==> src/rtl/mem_arbiter.sv <==
// Two-port arbiter and sequencer in front of the single-ported main memory.
// Fetch port is read-only; data port reads or writes. One transaction at a time.
//
// state   | meaning
// --------+--------------------------------------------------------------
// IDLE    | no transaction; sample requests, grant, latch address/data
// RD_REQ  | memRead high, waiting for memDataReady
// RD_GRAB | dataGrabbed high, waiting for memDataReady to drop
// WR_HOLD | memWrite high for WRITE_CYCLES cycles
// ACK     | one-cycle ack to the granted port
module mem_arbiter #(
  parameter int WRITE_CYCLES = 2,
  parameter int TIMEOUT      = 16,
  parameter int ROUND_ROBIN  = 0
) (
  input  logic        clk,
  input  logic        rst_n,
  input  logic        ifReq,
  input  logic [31:0] ifAddr,
  output logic [31:0] ifData,
  output logic        ifAck,
  input  logic        dReq,
  input  logic        dWrite,
  input  logic [31:0] dAddr,
  input  logic [31:0] dWData,
  output logic [31:0] dRData,
  output logic        dAck,
  output logic [31:0] memAddress,
  output logic [31:0] memWriteData,
  output logic        memRead,
  output logic        memWrite,
  input  logic [31:0] memReadData,
  input  logic        memDataReady,
  output logic        dataGrabbed,
  output logic        busy,
  output logic        timeoutErr
);

  localparam int CMAX = (TIMEOUT > WRITE_CYCLES) ? TIMEOUT : WRITE_CYCLES;
  localparam int CW   = $clog2(CMAX);

  typedef enum logic [2:0] {IDLE, RD_REQ, RD_GRAB, WR_HOLD, ACK} state_t;

  state_t        state, state_nxt;
  logic [CW-1:0] cnt, cnt_nxt;
  logic          gnt_d;
  logic          rr_d;
  logic          pick_d;
  logic          start, start_wr, cap_rd, cap_zero, set_err;

  always_ff @(posedge clk) begin
    if (!rst_n) begin
      state <= IDLE;
      cnt   <= '0;
    end else begin
      state <= state_nxt;
      cnt   <= cnt_nxt;
    end
  end

  // Timers count down from their limit; terminal count is zero.
  always_comb begin
    state_nxt   = state;
    cnt_nxt     = cnt;
    start       = 1'b0;
    start_wr    = 1'b0;
    cap_rd      = 1'b0;
    cap_zero    = 1'b0;
    set_err     = 1'b0;
    memRead     = 1'b0;
    memWrite    = 1'b0;
    dataGrabbed = 1'b0;
    ifAck       = 1'b0;
    dAck        = 1'b0;
    pick_d      = dReq && (!ifReq || (ROUND_ROBIN == 0) || rr_d);
    case (state)
      IDLE: begin
        if (ifReq || dReq) begin
          start     = 1'b1;
          start_wr  = pick_d && dWrite;
          state_nxt = start_wr ? WR_HOLD : RD_REQ;
          cnt_nxt   = start_wr ? CW'(WRITE_CYCLES - 1) : CW'(TIMEOUT - 1);
        end
      end
      RD_REQ: begin
        memRead = 1'b1;
        if (memDataReady) begin
          cap_rd    = 1'b1;
          state_nxt = RD_GRAB;
          cnt_nxt   = CW'(TIMEOUT - 1);
        end else if (cnt == '0) begin
          set_err   = 1'b1;
          cap_zero  = 1'b1;
          state_nxt = ACK;
        end else begin
          cnt_nxt = cnt - 1'b1;
        end
      end
      RD_GRAB: begin
        dataGrabbed = 1'b1;
        if (!memDataReady) begin
          state_nxt = ACK;
        end else if (cnt == '0) begin
          set_err   = 1'b1;
          state_nxt = ACK;
        end else begin
          cnt_nxt = cnt - 1'b1;
        end
      end
      WR_HOLD: begin
        memWrite = 1'b1;
        if (cnt == '0) state_nxt = ACK;
        else           cnt_nxt   = cnt - 1'b1;
      end
      ACK: begin
        ifAck     = !gnt_d;
        dAck      = gnt_d;
        state_nxt = IDLE;
      end
      default: state_nxt = IDLE;
    endcase
  end

  always_ff @(posedge clk) begin
    if (!rst_n) begin
      gnt_d        <= 1'b0;
      rr_d         <= 1'b1;
      memAddress   <= '0;
      memWriteData <= '0;
      ifData       <= '0;
      dRData       <= '0;
      timeoutErr   <= 1'b0;
    end else begin
      if (start) begin
        gnt_d      <= pick_d;
        rr_d       <= !pick_d;
        memAddress <= pick_d ? dAddr : ifAddr;
        if (start_wr) memWriteData <= dWData;
      end
      // A read timeout returns zero so the requester never sees stale data.
      if (cap_rd || cap_zero) begin
        if (gnt_d) dRData <= cap_rd ? memReadData : '0;
        else       ifData <= cap_rd ? memReadData : '0;
      end
      if (set_err) timeoutErr <= 1'b1;
    end
  end

  assign busy = (state != IDLE);

endmodule

==> config.mk <==
export PLATFORM = sky130hd
export DESIGN_NAME = mem_arbiter
export DESIGN_NICKNAME = d
export VERILOG_FILES = /design/src/rtl/mem_arbiter.sv
export SDC_FILE = /design/constraint.sdc
export NUM_CORES = 1
export LEC_CHECK = 0
export ABC_AREA = 0
export CELL_PAD_IN_SITES_DETAIL_PLACEMENT = 1
export CELL_PAD_IN_SITES_GLOBAL_PLACEMENT = 2
export CORE_MARGIN = 3
export CORE_UTILIZATION = 21
export DETAILED_ROUTE_END_ITERATION = 16
export GPL_TIMING_DRIVEN = 0
export HOLD_SLACK_MARGIN = 0.06
export PLACE_DENSITY_LB_ADDON = 0.08
export SLEW_MARGIN = 20
export SYNTH_ARGS = -nofsm -noshare
export SYNTH_HDL_FRONTEND = slang
export SYNTH_SLANG_ARGS = --single-unit
==> constraint.sdc <==
create_clock -name clk -period 1.6 [get_ports clk]
set_clock_uncertainty 0.1 [all_clocks]
set_input_delay 0.32 -clock clk [delete_from_list [all_inputs] [get_ports clk]]
set_output_delay 0.32 -clock clk [all_outputs]
set_load 0.02 [all_outputs]
==> Word-level counts from Yosys, hierarchy flattened <==
Cells that the tools add are included.
{ "op_classes": {"addsub": 1, "n_eq_ne": 6, "mux": 30, "bitwise": 1, "reduce_logical": 12} }
{ "ops": {"columns": ["operator", "count"], "rows": [
  ["$mux 32", 2],
  ["$mux 4", 5],
  ["$pmux 4 s4", 1],
  ["$mux 1", 15],
  ["$mux 3", 4],
  ["$pmux 3 s4", 1],
  ["$eq 3x2->1 const B", 2],
  ["$reduce_and 2->1", 3],
  ["$logic_not 4->1", 1],
  ["$ne 2x2->1 const B", 2],
  ["$reduce_bool 4->1", 1],
  ["$sub 4x1->4 const B", 1],
  ["$eq 3x1->1 const B", 1],
  ["$eq 3x3->1 const B", 1],
  ["$logic_not 3->1", 1],
  ["$reduce_and 3->1", 1],
  ["$reduce_bool 3->1", 1],
  ["$logic_or 1x1->1", 2],
  ["$mux 2", 1],
  ["$pmux 1 s2", 1],
  ["$logic_and 1x1->1", 1],
  ["$logic_not 1->1", 1],
  ["$not 1->1", 1]
]} }
{ "totals": {"register_bits": 137, "input_bits": 134, "elab_cells": 58} }

==> Depth between registers and ports, before layout <==
{ "logic_depth": {"depth_word": 6, "ltp_mapped": 7} }

==> Least setup slack after synthesis <==
Ideal clock, no wire load.
{ "synth_timing": {"kind": "register to register", "start": "reg cnt[0]", "end": "reg dRData[0]", "setup_time_ps": 117, "arrival_time_ps": 1491, "required_time_ps": 1383, "setup_slack_ps": -109, "stages_incl_launch_ff": 8, "path_buffers": 1, "synth_period_minus_slack_ps": 1709, "path_cell_list": "dfxtp_1 -> inv_1 -> ha_1 -> nor3b_4 -> o21ai_2 -> o21a_4 -> buf_6 -> a32o_1"} }
{ "synth_via": {"elab_chain_len": 6} }
{ "synth_lines": {"columns": ["element", "line", "source"], "rows": [
  ["from (decl)", "45", "logic [CW-1:0] cnt, cnt_nxt;"],
  ["from (signal assigned)", "57", "cnt <= cnt_nxt;"],
  ["$logic_not 4->1", "91", "end else if (cnt == '0) begin"],
  ["$mux 1", "91", null],
  ["$mux 1", "87", "if (memDataReady) begin"],
  ["$mux 1", "76", "case (state)"],
  ["$logic_or 1x1->1", "141", "if (cap_rd || cap_zero) begin"],
  ["$reduce_and 2->1 (no source line)", null, null],
  ["to (signal assigned)", "142", "if (gnt_d) dRData <= cap_rd ? memReadData : '0;"],
  ["to (decl)", "26", "output logic [31:0] dRData,"]
]} }
No other way between the ends.
A chain may end at the register's enable or synchronous reset.

==> Worst setup path after layout <==
{ "layout_timing": {"start": "reg state[0]", "end": "out ifAck"} }
{ "layout_via": {"elab_chain_len": 2} }
{ "layout_lines": {"columns": ["element", "line", "source"], "rows": [
  ["from (decl)", "44", "state_t state, state_nxt;"],
  ["from (signal assigned)", "56", "state <= state_nxt;"],
  ["$eq 3x3->1", "76", null],
  ["$mux 1", "76", null],
  ["to (decl)", "21", "output logic ifAck,"]
]} }
No other way between the ends.

==> results_dict.tcl <==
set metrics [dict create \
    timing.fmax_mhz 553 \
    syn_nets 641 \
    cp_max_fo 7 \
    cp-end-kind "output port" \
    violations "negative setup slack" \
    initial_core_util 0.215 \
    syn_inst 506 \
    vias_per_cell 4.50 \
    rows 58 \
    dp_hpwl_um 15600 \
    synth-seq-cells 137 \
    seq_area_frac_synth 0.505 \
    wl_um 21900 \
    syn_area_um2 5440 \
    yosysTopAreaCell "dfxtp_1" \
    gr-total-overflow 0 \
    syn2layout_area_growth_pct 81.0 \
    num_vias 5293 \
    yosysMostFrequentCell "dfxtp_1" \
    maxSlewViolCount 0 \
    tightest_slew_ns 0.772 \
    synth_edf_count 0 \
    die-width_um 167 \
    postSynthAreaPerCell_um2 10.7 \
    cap_violations 0 \
    place.gp.congestion 0.719 \
    rsz0062_at_grt "true" \
    clkTransAtPathRegs_ns 0.07 \
    antenna_found_initial 1 \
    status "complete, but fails checks" \
    cts_sinks 137 \
    crit_type "reg2out" \
    drtIter0Drc 131 \
    grt_max_degree 17 \
    io_pins 269 \
    drtPass1Iterations 4 \
    root_buffer "clkbuf_16" \
    startpoint_type "register" \
    drtAntennaViolNets 0 \
    finalSetupViolations 102 \
    final_nets 968 \
    ctsHoldBuffers 0 \
    htree_num_levels 4 \
    total_power_mw 11.7 \
    worstPathArrival_ns 1.39 \
    synth-async-reset-ratio 0 \
    synthTopCellsByArea "dfxtp_1 (50%), a32o_1 (12%), a211oi_2 (6.7%), mux2i_1 (5.9%), nand2_1 (4.8%)" \
    timing.final.ws_setup_ns -0.210 \
    hp-class "in2reg" \
    yosysTopAreaCellShare 0.505 \
    required_ns 1.18 \
    dieArea_um2 27800 \
    fin_crit_sh 1.13 \
    drc 0 \
    ys_types 40 \
    fin_area_um2 9840 \
    synth_ff_type "dfxtp_1" \
    place_area_um2 8540 \
    numCtsBuffers 17 \
    grt_pass1_wl_um 34000 \
    insertion_delay_ns 0.42 \
    hold_viol 0 \
    drive_above_1_share 0.260 \
    peakVddDrop_v 0.000528 \
    ys_warn_count 0 \
    p_leak_nw 4.17 \
    powerDensity_nw_per_um2 1190 \
    cts_max_path_buffers 2 \
    num_antenna_cells 0 \
    die_h_um 167 \
    layout_min_cycle_time_ns 1.81 \
    cts_tree "yes" \
    routedWlPerCell_um 18.6 \
    relSlewSlack 0.485 \
    grt_use_total 0.154 \
    core_um2 25300 \
    grt_pass1_vias 5845 \
    portBuffers 266 \
    synth_common_cells "dfxtp_1 (137), nand2_1 (69), a32o_1 (67), a21oi_1 (37), mux2i_1 (32)" \
]
==> critical path: stages (launching register included) <==
cell and delay [ns]:
dfxtp_4 0.36, buf_8 0.14, nor2_4 0.15, and3_4 0.21, buf_6 0.12
==> cell families after synthesis <==
group | share of synthesized area
AOI/OAI and AO/OA | 0.251
buffers and inverters | 0.0585
and+or+nand+nor | 0.122
adders and majority gates | 0.00230
DFF | 0.505
muxes | 0.0610
==> per-stage QoR <==
step	util	setup slack [ns]	instances	setup TNS [ns]	hold WS, ns
detailed placement	0.337	-0.691	1102	-64.71	0.350
global route	0.388	-0.261	1176	-18.58	0.314
CTS	0.383	-0.237	1172	-11.46	0.250
global placement	0.337	-0.667	1102	-60.52	0.340
finish	0.388	-0.210	1176	-9.81	0.300
floorplan	-	-0.0745	506	-3.91	0.356
==> per-layer routing <==
metal	share of wire	vias up	routed length, µm	track usage
met1	0.43	2582	9420	0.184
met5	0.00032	-	7	0
li1	-	2536	-	-
met2	0.49	161	10800	0.267
met3	0.068	12	1490	0.0501
met4	0.0086	2	188	0.0377
==> power by group <==
part	switching, mW	internal, mW
clock network	1.76	2.05
registers	0.258	3.78
logic	1.93	1.96
total	3.94	7.80
==> cell type report <==
cell class / instances / area [µm²]
fill: 2745 / 15500
clock inverter: 15 / 134
clock buffer: 17 / 425
tap: 330 / 413
buffer: 45 / 418
inverter: 5 / 18.8
multi-input combinational: 318 / 2590
timing repair buffer: 309 / 3080
sequential: 137 / 2760
==> state kept, by name, indices dropped and copies added (netlist names) <==
register and count:
ifData 32, dRData 32, state 3, cnt 4, gnt_d 1, timeoutErr 1
memAddress 32, memWriteData 32
==> path summary, 6_finish.rpt <==
check	startpoint	cells after the start	to	slack (ns)
max	state[0]	4	ifAck	-0.21
min	dReq	3	memAddress[31]	0.30
max reg2reg	cnt[1]	7	ifData[23]	-0.14
min reg2reg	memWriteData[4]	2	memWriteData[4]	0.35
==> repair_timing <==
action	in CTS	in global routing
endpoints found under the setup margin	266	148
buffers inserted	25	11
gates cloned	13	1
pin swaps	34	21
resized for setup	255	69
==> placed cells by master (no fill, tap or decap), drive strengths merged, types with 2 or more instances in the layout <==
cell type and count:
clkinvlp 2, dlygate4sd2 115, buf 78, clkdlybuf4s15 13, a32o 67, mux2i 32, a211oi 33, clkinv 5
nor3 4, nor3b 5, nor2b 2, clkbuf 34, o21a 2, dfxtp 137, a22oi 2, inv 13
nor2 43, nand2 69, and3 2, a21oi 37, o21ai 8, clkdlybuf4s50 130
(Power assumes the default switching activity.)
